===== src/rtl/key_bcd_editor_pkg.sv =====
// Shared types and constants for the 4-digit BCD key editor.
package key_bcd_editor_pkg;

  localparam int unsigned DIGIT_W  = 4;
  localparam int unsigned N_DIGITS = 4;
  localparam int unsigned VALUE_W  = DIGIT_W * N_DIGITS;
  localparam int unsigned CURSOR_W = 2;
  localparam int unsigned TICK_W   = 16;
  localparam int unsigned CNT_W    = 32;

  localparam logic [DIGIT_W-1:0] BCD_MAX = 4'd9;

  typedef enum logic {
    IDLE = 1'b0,
    EDIT = 1'b1
  } state_e;

endpackage


===== src/rtl/key_bcd_editor_if.sv =====
// Key pulses in, committed/working value and display hints out.
interface key_bcd_editor_if;
  import key_bcd_editor_pkg::*;

  logic                key_sel;
  logic                key_inc;
  logic                key_dec;
  logic                key_ok;
  logic [VALUE_W-1:0]  value_out;
  logic                value_upd;
  logic [VALUE_W-1:0]  edit_val;
  logic [CURSOR_W-1:0] cursor;
  logic                editing;
  logic                blink;

  modport master (
    output key_sel, key_inc, key_dec, key_ok,
    input  value_out, value_upd, edit_val, cursor, editing, blink
  );

  modport slave (
    input  key_sel, key_inc, key_dec, key_ok,
    output value_out, value_upd, edit_val, cursor, editing, blink
  );

endinterface


===== src/rtl/key_bcd_editor_bcd_digit_step.sv =====
// Single BCD digit +1/-1 with wrap; simultaneous inc and dec cancel out.
module bcd_digit_step
  import key_bcd_editor_pkg::*;
(
  input  logic [DIGIT_W-1:0] digit_i,
  input  logic               inc_i,
  input  logic               dec_i,
  output logic [DIGIT_W-1:0] digit_o
);

  always_comb begin
    digit_o = digit_i;
    if (inc_i && !dec_i) begin
      digit_o = (digit_i >= BCD_MAX) ? 4'd0 : digit_i + 4'd1;
    end else if (dec_i && !inc_i) begin
      // Out-of-range codes fold to 9 so the digit always lands back in BCD.
      digit_o = (digit_i == 4'd0 || digit_i > BCD_MAX) ? BCD_MAX : digit_i - 4'd1;
    end
  end

endmodule


===== src/rtl/key_bcd_editor.sv =====
// Four-digit BCD value editor: select/inc/dec/ok keys, ms timeout and cursor blink.
module key_bcd_editor
  import key_bcd_editor_pkg::*;
#(
  parameter int unsigned sclk_freq    = 50_000_000,
  parameter int unsigned edit_timeout = 5000,
  parameter int unsigned blink_period = 250
) (
  input  logic            sclk,
  input  logic            nrst,
  key_bcd_editor_if.slave bus
);

  localparam int unsigned TICK_DIV = (sclk_freq / 1000 > 0) ? sclk_freq / 1000 : 1;
  localparam logic [TICK_W-1:0] TICK_MAX  = TICK_W'(TICK_DIV - 1);
  localparam logic [CNT_W-1:0]  TOUT_MAX  = CNT_W'(edit_timeout - 1);
  localparam logic [CNT_W-1:0]  BLINK_MAX = CNT_W'(blink_period - 1);

  state_e              state_q, state_d;
  logic [VALUE_W-1:0]  value_q, value_d;
  logic [VALUE_W-1:0]  edit_q, edit_d;
  logic [CURSOR_W-1:0] cursor_q, cursor_d;
  logic                upd_q, upd_d;
  logic                editing_q, editing_d;
  logic                blink_q, blink_d;
  logic [TICK_W-1:0]   tick_cnt_q, tick_cnt_d;
  logic [CNT_W-1:0]    tout_cnt_q, tout_cnt_d;
  logic [CNT_W-1:0]    blink_cnt_q, blink_cnt_d;

  logic                tick_c;
  logic                any_key_c;
  logic [DIGIT_W-1:0]  sel_digit_c;
  logic [DIGIT_W-1:0]  step_digit_c;

  assign tick_c      = (tick_cnt_q == TICK_MAX);
  assign any_key_c   = bus.key_sel | bus.key_inc | bus.key_dec | bus.key_ok;
  assign sel_digit_c = edit_q[{cursor_q, 2'b00} +: DIGIT_W];

  bcd_digit_step u_step (
    .digit_i (sel_digit_c),
    .inc_i   (bus.key_inc),
    .dec_i   (bus.key_dec),
    .digit_o (step_digit_c)
  );

  // Free-running 1 ms prescaler.
  always_comb begin
    tick_cnt_d = tick_c ? '0 : tick_cnt_q + TICK_W'(1);
  end

  // Next-state and output logic.
  always_comb begin
    state_d     = state_q;
    value_d     = value_q;
    edit_d      = edit_q;
    cursor_d    = cursor_q;
    upd_d       = 1'b0;
    blink_d     = blink_q;
    tout_cnt_d  = tout_cnt_q;
    blink_cnt_d = blink_cnt_q;

    unique case (state_q)
      IDLE: begin
        edit_d      = value_q;
        cursor_d    = '0;
        blink_d     = 1'b0;
        tout_cnt_d  = '0;
        blink_cnt_d = '0;
        if (bus.key_sel) begin
          state_d = EDIT;
          blink_d = 1'b1;
        end
      end

      EDIT: begin
        if (any_key_c) begin
          tout_cnt_d = '0;
        end else if (tick_c) begin
          tout_cnt_d = tout_cnt_q + CNT_W'(1);
        end

        if (tick_c) begin
          if (blink_cnt_q >= BLINK_MAX) begin
            blink_cnt_d = '0;
            blink_d     = ~blink_q;
          end else begin
            blink_cnt_d = blink_cnt_q + CNT_W'(1);
          end
        end

        // Priority: ok, then sel, then inc/dec, then idle timeout.
        if (bus.key_ok) begin
          state_d     = IDLE;
          value_d     = edit_q;
          upd_d       = 1'b1;
          cursor_d    = '0;
          blink_d     = 1'b0;
          tout_cnt_d  = '0;
          blink_cnt_d = '0;
        end else if (bus.key_sel) begin
          cursor_d    = cursor_q + CURSOR_W'(1);
          blink_d     = 1'b1;
          blink_cnt_d = '0;
        end else if (bus.key_inc || bus.key_dec) begin
          edit_d[{cursor_q, 2'b00} +: DIGIT_W] = step_digit_c;
        end else if (tick_c && tout_cnt_q >= TOUT_MAX) begin
          state_d     = IDLE;
          edit_d      = value_q;
          cursor_d    = '0;
          blink_d     = 1'b0;
          tout_cnt_d  = '0;
          blink_cnt_d = '0;
        end
      end

      default: state_d = IDLE;
    endcase

    editing_d = (state_d == EDIT);
  end

  always_ff @(posedge sclk or negedge nrst) begin
    if (!nrst) begin
      state_q     <= IDLE;
      value_q     <= '0;
      edit_q      <= '0;
      cursor_q    <= '0;
      upd_q       <= 1'b0;
      editing_q   <= 1'b0;
      blink_q     <= 1'b0;
      tick_cnt_q  <= '0;
      tout_cnt_q  <= '0;
      blink_cnt_q <= '0;
    end else begin
      state_q     <= state_d;
      value_q     <= value_d;
      edit_q      <= edit_d;
      cursor_q    <= cursor_d;
      upd_q       <= upd_d;
      editing_q   <= editing_d;
      blink_q     <= blink_d;
      tick_cnt_q  <= tick_cnt_d;
      tout_cnt_q  <= tout_cnt_d;
      blink_cnt_q <= blink_cnt_d;
    end
  end

  assign bus.value_out = value_q;
  assign bus.value_upd = upd_q;
  assign bus.edit_val  = edit_q;
  assign bus.cursor    = cursor_q;
  assign bus.editing   = editing_q;
  assign bus.blink     = blink_q;

endmodule


===== src/flat_wrapper.sv =====
// flat-port wrapper written by rule: the top's interface ports become plain ports
module key_bcd_editor_flat import key_bcd_editor_pkg::*;
#(
  parameter int unsigned sclk_freq    = 50_000_000,
  parameter int unsigned edit_timeout = 5000,
  parameter int unsigned blink_period = 250
)
  (sclk, nrst, bus_key_sel, bus_key_inc, bus_key_dec, bus_key_ok, bus_value_out, bus_value_upd, bus_edit_val, bus_cursor, bus_editing, bus_blink);
  key_bcd_editor_if bus_i ();
  input  logic sclk;
  input  logic nrst;
  input wire logic [$bits(bus_i.key_sel)-1:0] bus_key_sel;
  input wire logic [$bits(bus_i.key_inc)-1:0] bus_key_inc;
  input wire logic [$bits(bus_i.key_dec)-1:0] bus_key_dec;
  input wire logic [$bits(bus_i.key_ok)-1:0] bus_key_ok;
  output wire logic [$bits(bus_i.value_out)-1:0] bus_value_out;
  output wire logic [$bits(bus_i.value_upd)-1:0] bus_value_upd;
  output wire logic [$bits(bus_i.edit_val)-1:0] bus_edit_val;
  output wire logic [$bits(bus_i.cursor)-1:0] bus_cursor;
  output wire logic [$bits(bus_i.editing)-1:0] bus_editing;
  output wire logic [$bits(bus_i.blink)-1:0] bus_blink;
  assign bus_i.key_sel = bus_key_sel;
  assign bus_i.key_inc = bus_key_inc;
  assign bus_i.key_dec = bus_key_dec;
  assign bus_i.key_ok = bus_key_ok;
  assign bus_value_out = bus_i.value_out;
  assign bus_value_upd = bus_i.value_upd;
  assign bus_edit_val = bus_i.edit_val;
  assign bus_cursor = bus_i.cursor;
  assign bus_editing = bus_i.editing;
  assign bus_blink = bus_i.blink;
  key_bcd_editor #(.sclk_freq(sclk_freq), .edit_timeout(edit_timeout), .blink_period(blink_period)) u_core (.sclk(sclk), .nrst(nrst), .bus(bus_i));
endmodule

===== config.mk =====
export PLATFORM = sky130hd
export DESIGN_NAME = key_bcd_editor_flat
export DESIGN_NICKNAME = d
export VERILOG_FILES = /design/src/rtl/key_bcd_editor_pkg.sv /design/src/rtl/key_bcd_editor_if.sv /design/src/rtl/key_bcd_editor_bcd_digit_step.sv /design/src/rtl/key_bcd_editor.sv /design/src/flat_wrapper.sv
export SDC_FILE = /design/constraint.sdc
export NUM_CORES = 1
export LEC_CHECK = 0
export BUFFER_PORTS_ARGS = -buffer_cell sky130_fd_sc_hd__buf_2
export CORE_ASPECT_RATIO = 0.75
export CORE_UTILIZATION = 26
export CTS_CLUSTER_SIZE = 25
export DETAILED_ROUTE_END_ITERATION = 8
export PLACE_DENSITY = 0.46
export SLEW_MARGIN = 10
export SYNTH_ARGS = -nofsm -noshare
export SYNTH_HDL_FRONTEND = slang
export SYNTH_SLANG_ARGS = --single-unit

===== constraint.sdc =====
create_clock -name sclk -period 3.49 [get_ports sclk]
set_clock_uncertainty 0.15 [all_clocks]
set_input_delay 0.349 -clock sclk [delete_from_list [all_inputs] [get_ports sclk]]
set_output_delay 0.349 -clock sclk [all_outputs]
set_load 0.005 [all_outputs]

# [Yosys cells after proc, flatten, opt, wreduce, memory -nomap -nowiden]
# Index checks and enable logic that the tools add are counted.
[word_totals] word_cells=90 ff_bits=117 mem_bits_rw=0 mem_bits_ro=0 latchBits=0 mem_count=0
[classes] multipliers=0 n_shift=3 bitwise_logic=5 order_cmp=4 n_mux=45 reduce_logical=11 n_div=0 add_sub_neg=7 n_eq_ne=6
[op_table] op="2-to-1 mux 32 bit" count=12
[op_table] op="one-hot mux 32 bit (2 select lines)" count=2
[op_table] op="2-to-1 mux 16 bit" count=5
[op_table] op="adder 32 x 1 -> 32 bit, second input constant" count=2
[op_table] op="greater-or-equal comparator 32 x 13 -> 1 bit, second input constant" count=1
[op_table] op="greater-or-equal comparator 32 x 8 -> 1 bit, second input constant" count=1
[op_table] op="one-hot mux 16 bit (2 select lines)" count=1
[op_table] op="adder 16 x 1 -> 16 bit, second input constant" count=1
[op_table] op="bitwise mux 16 bit" count=1
[op_table] op="== test 16 bit, second input constant" count=1
[op_table] op="2-to-1 mux 4 bit" count=4
[op_table] op="variable shift 4 x 6 -> 16 bit, first input constant" count=1
[op_table] op="variable part select 16 x 5 -> 4 bit" count=1
[op_table] op="variable part select 4 x 6 -> 16 bit" count=1
[op_table] op="2-to-1 mux 1 bit" count=13
[op_table] op="2-to-1 mux 2 bit" count=4
[op_table] op="inequality test 4 bit, second input constant" count=2
[op_table] op="negator 4 -> 6 bit" count=1
[op_table] op="adder 4 x 1 -> 4 bit, second input constant" count=1
[op_table] op="greater-or-equal comparator 4 bit, second input constant" count=1
[op_table] op="greater-than comparator 4 bit, second input constant" count=1
[op_table] op="zero test 4 bit" count=1
[op_table] op="inequality test 2 bit, second input constant" count=2
[op_table] op="one-hot mux 1 bit (2 select lines)" count=2
[op_table] op="11 further kinds" count=19

# [Logic depth before layout (Yosys ltp)]
[depth] ltp_word=12 depth_mapped=10 mapped_depth_nobuf=8

# [Cells and area by module]
# Synthesis repeated with hierarchy kept, for this count alone.
[hier_totals] hier_cells=593 area_unflattened_um2=6118.4
[modules_own_cells] module="key_bcd_editor" cells_each=555 seq_area_each_um2=2927.8 area_each_um2=5839.4 n_inst=1
[modules_own_cells] module="bcd_digit_step" cells_each=38 seq_area_each_um2=0.0 area_each_um2=279.0 n_inst=1

# [Worst setup path before layout]
# OpenSTA, ideal clock, no wires.
[synth_timing] path_type="flip-flop to flip-flop" startpoint="reg u_core.cursor_q[0], in the netlist u_core.bus.cursor[0]" endpoint="reg u_core.edit_q[0], in the netlist u_core.bus.edit_val[0]" synth_period_minus_slack_ns=2.633 n_path_buf=2 required_ns=3.258 arrival_time_ns=2.401 stages_incl_launch_ff=10 setup_ns=0.082 path_slack_ns=0.857 cell_sequence="dfrtp_1 buf_6 mux4_1 inv_1 ha_1 or4b_4 o21ai_2 buf_6 o211ai_2 a31oi_1"
[synth_via] elab_chain_cells=12 elab_cells_between_ends=19 classes_between="3 x add/sub; 2 x order compare; 3 x shift; 9 x mux; 2 x reduce/logical"
[synth_rtl] element="start, declared" line_no="key_bcd_editor.sv:22" text="logic [CURSOR_W-1:0] cursor_q, cursor_d;"
[synth_rtl] element="start signal, assigned" line_no="key_bcd_editor.sv:138" text="cursor_q <= cursor_d;"
[synth_rtl] element="variable part select 16 x 5 -> 4 bit" line_no="key_bcd_editor.sv:37" text="assign sel_digit_c = edit_q[{cursor_q, 2'b00} +: DIGIT_W];"
[synth_rtl] element="greater-than comparator 4 bit / zero test 4 bit (equally long branches)" line_no="key_bcd_editor_bcd_digit_step.sv:17" text="digit_o = (digit_i == 4'd0 || digit_i > BCD_MAX) ? BCD_MAX : digit_i - 4'd1;"
[synth_rtl] element="logical OR 1 bit" line_no="key_bcd_editor_bcd_digit_step.sv:17"
[synth_rtl] element="2-to-1 mux 4 bit" line_no="key_bcd_editor_bcd_digit_step.sv:17"
[synth_rtl] element="2-to-1 mux 4 bit" line_no="key_bcd_editor_bcd_digit_step.sv:15" text="end else if (dec_i && !inc_i) begin"
[synth_rtl] element="2-to-1 mux 4 bit" line_no="key_bcd_editor_bcd_digit_step.sv:13" text="if (inc_i && !dec_i) begin"
[synth_rtl] element="variable part select 4 x 6 -> 16 bit" line_no="key_bcd_editor.sv:105" text="edit_d[{cursor_q, 2'b00} +: DIGIT_W] = step_digit_c;"
[synth_rtl] element="bitwise mux 16 bit *" line_no="key_bcd_editor.sv:105"
[synth_rtl] element="2-to-1 mux 16 bit *" line_no="key_bcd_editor.sv:104" text="end else if (bus.key_inc || bus.key_dec) begin"
[synth_rtl] element="2-to-1 mux 16 bit *" line_no="key_bcd_editor.sv:100" text="end else if (bus.key_sel) begin"
[synth_rtl] element="2-to-1 mux 16 bit *" line_no="key_bcd_editor.sv:92" text="if (bus.key_ok) begin"
[synth_rtl] element="one-hot mux 16 bit (2 select lines) *" line_no="key_bcd_editor.sv:62" text="unique case (state_q)"
[synth_rtl] element="end signal, assigned" line_no="key_bcd_editor.sv:137" text="edit_q <= edit_d;"
[synth_rtl] element="end, declared" line_no="key_bcd_editor.sv:21" text="logic [VALUE_W-1:0] edit_q, edit_d;"
# Mark *: on every way between the ends. The rest lies on a longest branch, timed or not. The select of a mux whose other input is x is not followed.
# A chain may end at the register's enable or synchronous reset.

# [Worst setup path in the final report]
[layout_timing] startpoint="reg u_core.cursor_q[0], in the netlist u_core.bus.cursor[0]" endpoint="reg u_core.edit_q[2], in the netlist u_core.bus.edit_val[2]"
# Same word-level chain as after synthesis.

==> impl_metrics.ini <==
[status]
status = completed

[clocking]
cts-root-buf = clkbuf_16
cts_buffer_depth = 2
clkLatencyLatePin_ns = 0.41
numCtsBuffers = 17
path_clk_slew_ns = 0.06
htree_levels = 4
cts-resized-gates = 0
cts_setup_buffers = 0
cts_num_sinks = 117
cts_tree = yes
cts_hold_buf = 1

[final_layout]
layout_commonest_cell = dfrtp_1
post-route-cell-area_sq_mm = 0.00733
drive_gt1_share_pct = 17.3
fin_nets = 683
antenna_cells = 0
fillers = 2382
postLayoutCoreUtil_pct = 32.0
area_growth_syn_to_layout_pct = 20.7
final_cell_mix = dfrtp_1 (117), nor2_1 (79), nand2_1 (52)

[sta]
drv_slew = 0
fin_crit_sh_pct = 88.0
rsz0062_at_grt = no
setup_viol = 0
holdWs_ns = 0.0980
min_period_ns = 3.07
worst_slew_pin_slew_ns = 0.712
setup_tns_ns = 0
relSlewSlack_pct = 52.1
max_freq_mhz = 325
hold_violations = 0

[floorplan]
die_y_microns = 134
dieArea_sq_mm = 0.0240
core_sq_mm = 0.0229
rows = 48
floorplan.initialDensity_pct = 26.5
io_pins = 43
fp.dieW_microns = 179

[placed_design]
dpl.hpwl_microns = 11200
portBuffers = 42
placed_area_sq_mm = 0.00666
place_congestion = 0.905

[synth]
synth.area.top_cells = dfrtp_1 (48%), nor2_1 (4.9%), xnor2_1 (4.8%)
synthesis.area_sq_mm = 0.00607
synth_cell_types = 61
synth_fp_nets = 633
yosysWarningCount = 0
yosysSeqAreaShare_pct = 48.2
synth_edf_count = 0
ys.flop_type = dfrtp_1
postSynthAreaPerCell_sq_um = 9.89
ys_ff_latch = 117
synthCells = 614
synthArstFlopShare_pct = 100
synth_top_area_share_pct = 48.2
yosysTopAreaCell = dfrtp_1

[routing]
drt_iter0_drc = 376
wl_per_cell_microns = 16.2
met3_length_microns = 769
vias_per_cell = 5.08
wl_met2_microns = 6500
drtPass1Iterations = 4
drc = 0
num_vias = 4962
highest_layer = met4
wl_met1_microns = 8400
postRouteAntennaNets = 0
wl_microns = 15900

[worst_setup_path]
cp.depth = 7
cp_slowest_cell = mux4_1
critPathLaunchType = register
max_stage_delay_ns = 0.75
critPathBufInv = 1
timing_worst_setup_path_type = reg2reg
crit_family = multiplexers
crit_arrival_ns = 3.21
worstPathMaxFanout = 13
ff2ff_path_depth = 7
cp_cell_sequence = mux4_1, inv_1, ha_1, or4b_4, o2111a_1, o21ai_0, a31oi_1
end_kind = register
critPathRequiredTime_ns = 3.63

[power_and_ir_drop]
leakage_uw = 0.00296
power_density_mw_per_mm2 = 630
ir_worst_vdd_v = 0.000367

[min_path]
hold_depth = 2
hold_class = in2reg

[global_routing]
grt_pass1_wl_microns = 25900
grt.total_usage_pct = 14.0
overflow = 0
grt_pass1_vias = 4651
grt_max_degree = 66
antenna_found_initial = 0

[flow_run]
cap_violations = 0
[cells in the mapped netlist, types with 9 or more instances]
cell and number:
a211oi_1 16, a21oi_1 17, a31oi_1 30, and3_1 14, clkbuf_1 15, dfrtp_1 117
ha_1 13, inv_1 20, mux2_2 16, nand2_1 52, nand3_1 20, nand4_1 11
nor2_1 79, nor3_1 9, nor4_1 26, o21ai_0 11, xnor2_1 33, xor2_1 11
[final cells by class]
cell class                      instances  area, sq um  share of cell area [%]
Sequential cell                       117         2930                    39.9
Inverter                               20         75.1                    1.02
Timing Repair Buffer                   56          333                    4.54
Multi-Input combinational cell        452         2960                    40.4
Clock inverter                         12          201                    2.75
Tap cell                              300          375                    5.12
Clock buffer                           20          457                    6.23
[power breakdown]
part	total [uW]	switching, uW	internal, uW
sequential	1750	215	1540
clock	1940	639	1300
combinational	923	509	414
[registers in the layout, summed over array words and instances, names as in the netlist]
name                  flops
u_core.blink_cnt_q       32
u_core.tout_cnt_q        32
u_core.bus.edit_val      16
u_core.bus.value_out     16
u_core.tick_cnt_q        16
u_core.bus.cursor         2
u_core.bus.blink          1
u_core.bus.value_upd      1
u_core.state_q            1
[metrics by stage]
stage	worst slack (ns)	power (uW)	std cells
after global placement	0.604	2680	944
after global routing	0.313	4850	977
after CTS	0.467	4660	977
after floorplan	0.857	2240	614
final	0.418	4620	977
after detailed placement	0.449	2680	944
[cell families after synthesis]
logic type	Yosys count	synth area share, %
adders and majority gates	13	2.68
DFF	117	48.2
buffers and inverters	45	3.15
muxes	21	4.74
xor gates and xnor gates	44	6.34
AOI/OAI and AO/OA	115	13.0
and+or+nand+nor	259	21.9
[layer usage]
| layer | GRT usage [%] | vias up |
|---|---|---|
| li1 | - | 2350 |
| met1 | 21.8 | 2494 |
| met2 | 18.3 | 104 |
| met3 | 3.68 | 14 |
| met4 | 4.14 | 0 |
| met5 | 0 | - |
[path summary, 6_finish.rpt]
path                            slack (ns)                  from                       end
worst max-delay path                  0.42  u_core.bus.cursor[0]    u_core.bus.edit_val[2]
max in group asynchronous             2.02                  nrst      u_core.tout_cnt_q[5]
min in group asynchronous             0.37                  nrst  u_core.bus.value_out[13]
worst min-delay path                   0.1           bus_key_sel      u_core.bus.cursor[1]
worst max register to register        0.42  u_core.bus.cursor[0]    u_core.bus.edit_val[2]
worst min register to register        0.33  u_core.tick_cnt_q[0]      u_core.tick_cnt_q[0]
Note: power is estimated with default switching activity, not from simulation.
